`src/rtl/traffic_safety_monitor.sv`:
```
// Safety monitor between the traffic light controller and the lamp drivers.
// Filters illegal/conflicting requests, checks sequencing and hold time, and forces flashing red on fault.
module traffic_safety_monitor #(
  parameter int unsigned MAX_HOLD_TICKS = 8,
  parameter int unsigned FILTER_CYCLES  = 2,
  parameter int unsigned RECOVER_TICKS  = 3
) (
  input  logic       clk,
  input  logic       rst_n,
  input  logic       tick,
  input  logic       ns_g,
  input  logic       ns_y,
  input  logic       ns_r,
  input  logic       ew_g,
  input  logic       ew_y,
  input  logic       ew_r,
  input  logic       clear_fault,
  output logic       lamp_ns_g,
  output logic       lamp_ns_y,
  output logic       lamp_ns_r,
  output logic       lamp_ew_g,
  output logic       lamp_ew_y,
  output logic       lamp_ew_r,
  output logic       fault,
  output logic [2:0] fault_code
);

  localparam int unsigned FW = $clog2(FILTER_CYCLES + 1);
  localparam int unsigned WW = $clog2(MAX_HOLD_TICKS + 1);
  localparam int unsigned RW = $clog2(RECOVER_TICKS + 1);
  localparam logic [FW-1:0] FILT_LAST = FW'(FILTER_CYCLES - 1);
  localparam logic [FW-1:0] FILT_MAX  = FW'(FILTER_CYCLES);
  localparam logic [WW-1:0] WD_LAST   = WW'(MAX_HOLD_TICKS - 1);
  localparam logic [RW-1:0] REC_LAST  = RW'(RECOVER_TICKS - 1);
  localparam logic [5:0]    ALL_RED   = 6'b001_001;

  typedef enum logic [1:0] {RECOVER, PASS, FLASH} state_t;

  state_t        state;
  logic [5:0]    s, s_prev, lamps;
  logic [FW-1:0] filt_cnt;
  logic [WW-1:0] wd_cnt;
  logic [RW-1:0] rec_cnt;
  logic          phase;

  logic       illegal, conflict, bad, prev_clean, changed;
  logic       filt_hit, seq_err, stuck, latch, phase_next;
  logic [2:0] latch_code;

  function automatic logic one_hot3(input logic [2:0] v);
    return (v == 3'b100) || (v == 3'b010) || (v == 3'b001);
  endfunction

  // Pattern bits are {g, y, r}: forbidden steps are g->r, y->g, r->y.
  function automatic logic bad_step(input logic [2:0] from, input logic [2:0] to);
    return (from == 3'b100 && to == 3'b001) ||
           (from == 3'b010 && to == 3'b100) ||
           (from == 3'b001 && to == 3'b010);
  endfunction

  function automatic logic clean6(input logic [5:0] v);
    return one_hot3(v[5:3]) && one_hot3(v[2:0]) && (v[3] || v[0]);
  endfunction

  always_comb begin
    illegal    = !(one_hot3(s[5:3]) && one_hot3(s[2:0]));
    conflict   = !illegal && !s[3] && !s[0];
    bad        = illegal || conflict;
    prev_clean = clean6(s_prev);
    changed    = (s != s_prev);
    filt_hit   = bad && (filt_cnt >= FILT_LAST);
    // Steps into or out of a conflicting pattern are left to the glitch filter.
    seq_err    = (state == PASS) && changed && !bad && prev_clean &&
                 (bad_step(s_prev[5:3], s[5:3]) || bad_step(s_prev[2:0], s[2:0]));
    stuck      = (state == PASS) && !changed && tick && (wd_cnt == WD_LAST);
    latch      = (state != FLASH) && (filt_hit || seq_err || stuck);
    latch_code = filt_hit ? (illegal ? 3'd1 : 3'd2) : (seq_err ? 3'd3 : 3'd4);
    phase_next = tick ? ~phase : phase;
  end

  always_ff @(posedge clk or negedge rst_n) begin
    if (!rst_n) begin
      state      <= RECOVER;
      s          <= '0;
      s_prev     <= '0;
      lamps      <= ALL_RED;
      fault      <= 1'b0;
      fault_code <= '0;
      filt_cnt   <= '0;
      wd_cnt     <= '0;
      rec_cnt    <= '0;
      phase      <= 1'b1;
    end else begin
      s      <= {ns_g, ns_y, ns_r, ew_g, ew_y, ew_r};
      s_prev <= s;
      if (!bad)                     filt_cnt <= '0;
      else if (filt_cnt != FILT_MAX) filt_cnt <= filt_cnt + 1'b1;

      if (latch) begin
        state      <= FLASH;
        fault      <= 1'b1;
        fault_code <= latch_code;
        phase      <= 1'b1;
        lamps      <= ALL_RED;
      end else begin
        case (state)
          RECOVER: begin
            lamps  <= ALL_RED;
            wd_cnt <= '0;
            if (tick) begin
              if (rec_cnt == REC_LAST) begin
                rec_cnt <= '0;
                if (!bad) state <= PASS;
              end else begin
                rec_cnt <= rec_cnt + 1'b1;
              end
            end
          end
          PASS: begin
            lamps <= bad ? ALL_RED : s;
            if (changed)   wd_cnt <= '0;
            else if (tick) wd_cnt <= wd_cnt + 1'b1;
          end
          FLASH: begin
            if (clear_fault && !bad) begin
              state      <= RECOVER;
              fault      <= 1'b0;
              fault_code <= '0;
              rec_cnt    <= '0;
              lamps      <= ALL_RED;
            end else begin
              phase <= phase_next;
              lamps <= {2'b00, phase_next, 2'b00, phase_next};
            end
          end
          default: state <= RECOVER;
        endcase
      end
    end
  end

  assign {lamp_ns_g, lamp_ns_y, lamp_ns_r, lamp_ew_g, lamp_ew_y, lamp_ew_r} = lamps;

endmodule

```
`config.mk`:
```
export PLATFORM = sky130hd
export DESIGN_NAME = traffic_safety_monitor
export DESIGN_NICKNAME = d
export VERILOG_FILES = /design/src/rtl/traffic_safety_monitor.sv
export SDC_FILE = /design/constraint.sdc
export NUM_CORES = 1
export LEC_CHECK = 0
export ABC_AREA = 1
export BUFFER_PORTS_ARGS = -buffer_cell sky130_fd_sc_hd__clkbuf_2
export CAP_MARGIN = 10
export CORE_MARGIN = 10
export CORE_UTILIZATION = 57
export DETAILED_ROUTE_END_ITERATION = 10
export MAX_ROUTING_LAYER = met4
export PLACE_DENSITY = 0.86
export SETUP_SLACK_MARGIN = 0.05
export SLEW_MARGIN = 15
export SYNTH_ARGS = -nofsm -noshare
export SYNTH_HDL_FRONTEND = slang
export SYNTH_SLANG_ARGS = --single-unit
```
`constraint.sdc`:
```
create_clock -name clk -period 2.2 [get_ports clk]
set_clock_uncertainty 0.1 [all_clocks]
set_input_delay 0.44 -clock clk [delete_from_list [all_inputs] [get_ports clk]]
set_output_delay 0.44 -clock clk [all_outputs]
set_load 0.01 [all_outputs]
```
==> run_results.csv <==
group,metric,value,unit
yosys,synth_area,1817,sq um
power,power_density,1071,nW/um^2
setup_path,start_kind,"flop",
die,start_util,59.51,%
die,die_w,76.46,um
yosys,avgSynthCellArea,7.865,sq um
die,die_h,76.46,um
yosys,synth-simple-area-share,33.88,%
die,die_area,5845,sq um
yosys,synth_compound_area_share,5.716,%
grt,antenna_found_initial,0,
yosys,yosysTopAreaCellShare,41.32,%
grt,grt-ovfl-total,0,
hold_path,hold_class,"primary input to asynchronous set/reset pin",
route,drc,0,
clock_network,cts_tree,"done",
route,dr.pass1.iters,4,
sta,tns,0,ns
grt,grtUsageTotal,13.92,%
sta,finalSetupViolations,0,
grt,use_met3,4.717,%
final_layout,syn2layout_area_growth,14.12,%
grt,grt_pass1_vias,1503,
route,routedWlPerCell,12.52,um
setup_path,path_max_fanout,16,
sta,tightest_slew,0.8018,ns
final_layout,fillers,255,
power,p_leak,1.077,nW
grt,grt_use_met2,20.83,%
die,core_area,3053,sq um
placed_design,io_buffers,19,
final_layout,final_cell_mix,"nand2_1 (54), inv_1 (33), nand3_1 (29), dfrtp_1 (28), nor2_1 (23)",
yosys,muxShareOfSynthArea,0,%
sta,max_freq,499.5,MHz
yosys,synth_area_leader_cell,"dfrtp_1",
grt,met1_usage,16.19,%
sta,finalWorstPathRequiredPeriod,2.002,ns
final_layout,final_core_util,67.91,%
yosys,synth-seq-cells,33,
flow_run,drv_cap,0,
setup_path,reg2reg_slack,0.20,ns
setup_path,regToRegEndpoint,"fault_code[2]",
setup_path,cp-end-kind,"flop",
clock_network,htree_levels,2,
sta,post-route-period-util,91.00,%
setup_path,worst-setup-path-type,"flop to flop",
sta,max_slew_margin,46.54,%
power,p_total,2.221,mW
clock_network,clk_latency,0.34,ns
route,first_iter_violations,165,
final_layout,layout_commonest_cell,"nand2_1",
yosys,synth_top_family_by_area,"simple AND/OR/NAND/NOR gates",
die,rows,20,
setup_path,endpoint,"fault_code[2]",
route,postRouteAntennaNets,0,
sta,grt_setup_unrepaired,"false",
yosys,synth.distinct_cells,26,
status,run_status,"finished clean",
yosys,synth_edf_count,0,
setup_path,startpoint,"s[2]",
setup_path,arrival,2.13,ns
final_layout,drive_above_1_share,19.01,%
setup_path,required,2.33,ns
final_layout,seq_area,832.0,sq um
final_layout,nets,278,
final_layout,diodes,0,
grt,grt_busiest_layer,"met2",
grt,grt_pass1_wl,6575,um
final_layout,multi_input_area,820.8,sq um
route,totalWireLength,3843,um
yosys,synth-async-reset-ratio,100.0,%
sta,finalHoldViolations,0,
route,viasPerCell,5.195,
yosys,ys.flop_type,"dfrtp_1",
clock_network,cts.path.max_buffers,2,
die,ios,20,
clock_network,numClockSinks,33,
clock_network,hold_buffers,0,
placed_design,hpwl,2888,um
yosys,synthXorXnorAreaFrac,1.446,%
clock_network,clk_pin_slew,0.10,ns
yosys,synthTopCellsByArea,"dfrtp_1 (41%), nand2_1 (11%), nand3_1 (8.0%), inv_1 (7.0%), nor2_1 (4.8%)",
clock_network,cts_buffers,5,
yosys,yosys_warnings,0,
sta,final_max_slew_viol_count,0,
yosys,yosysSeqAreaShare,45.66,%
power,ir_drop,0.6469,mV
placed_design,routabilityCongestion,0.9507,
grt,grt_max_degree,34,
yosys,synthCells,231,
yosys,synth_fa_ha_area_share,4.132,%
setup_path,rr_worst_depth,12,
yosys,syn_nets,247,
setup_path,r2r_start,"s[2]",
clock_network,clock-root-buffer,"clkbuf_4",
route,dr_total_vias,1595,
[registers in the layout (all words and copies together) (netlist names)]
signal	flops
phase	1
filt_cnt	2
state	2
s	6
wd_cnt	4
fault	1
rec_cnt	2
s_prev	6
lamps	6
fault_code	3
[cells by family (layout without fill, tap and decap cells)]
family	count (synthesis)	count (layout)
DFF	33	33
AOI/OAI and AO/OA	19	19
adders and majority gates	6	6
buffers and inverters	40	72
xor gates and xnor gates	3	3
and+or+nand+nor	130	130
[synth_stat cells, types with 3 or more instances]
cell	count
nand2_1	54
inv_1	34
dfrtp_1	30
nand3_1	29
nor2_1	23
nand4_1	13
ha_1	6
a21oi_1	5
o21ai_1	5
o21ai_0	4
dfstp_2	3
inv_2	3
nor3_1	3
[stage by stage]
stage	hold WS [ns]	instances	cell area, sq um	setup slack, ns
2_1_floorplan	0.04441	231	1817	0.3405
3_3_place_gp	0.3181	295	1982	0.2500
3_5_place_dp	0.3218	295	1982	0.2365
4_1_cts	0.07705	303	2041	0.2132
5_1_grt	0.06948	307	2073	0.04909
6_report	0.06541	307	2073	0.1979
[cell type report]
| class | instances | share of cell area, % |
|---|---|---|
| multi-input combinational | 158 | 39.59 |
| inverter | 37 | 6.699 |
| timing repair buffer | 27 | 8.087 |
| tap | 44 | 2.655 |
| clock buffer | 8 | 2.836 |
| sequential | 33 | 40.13 |
[timing repair]
item,CTS,global route
buffers inserted,0,4
hold endpoints to repair,0,0
setup endpoints to repair,0,8
resized for setup,0,4
[worst max-delay path: stages (launching register included)]
cell and delay [ns]:
dfrtp_1 0.44, inv_1 0.12, nand3_1 0.11, nand3_1 0.10, nand2_2 0.09, nor2_4 0.18, buf_4 0.14, nand3_2 0.09
nand3_2 0.07, nand2_2 0.11, buf_12 0.18, nand3_1 0.07, o21ai_1 0.07
[where the power goes]
group / leakage [nW] / switching [mW] / internal (mW)
Sequential: 0.402 / 0.0796 / 0.752
Combinational: 0.642 / 0.630 / 0.398
Clock: 0.0326 / 0.204 / 0.158
[worst min-delay path by stage]
stage / from / end / depth (start not counted)
after floorplan: rst_n / fault / 0
after global placement: s[5] / s_prev[5] / 0
after global routing: ns_y / s[4] / 1
final: rst_n / s[5] / 1
after CTS: rst_n / filt_cnt[0] / 1
after detailed placement: s[5] / s_prev[5] / 0
[layer usage]
metal	share of wire (%)	wire length [um]	vias up
li1	-	-	813
met1	45	1717	727
met4	2.7	102	0
met5	0	0	-
met2	47	1789	45
met3	6.1	233	10
(Power assumes the default switching activity.)
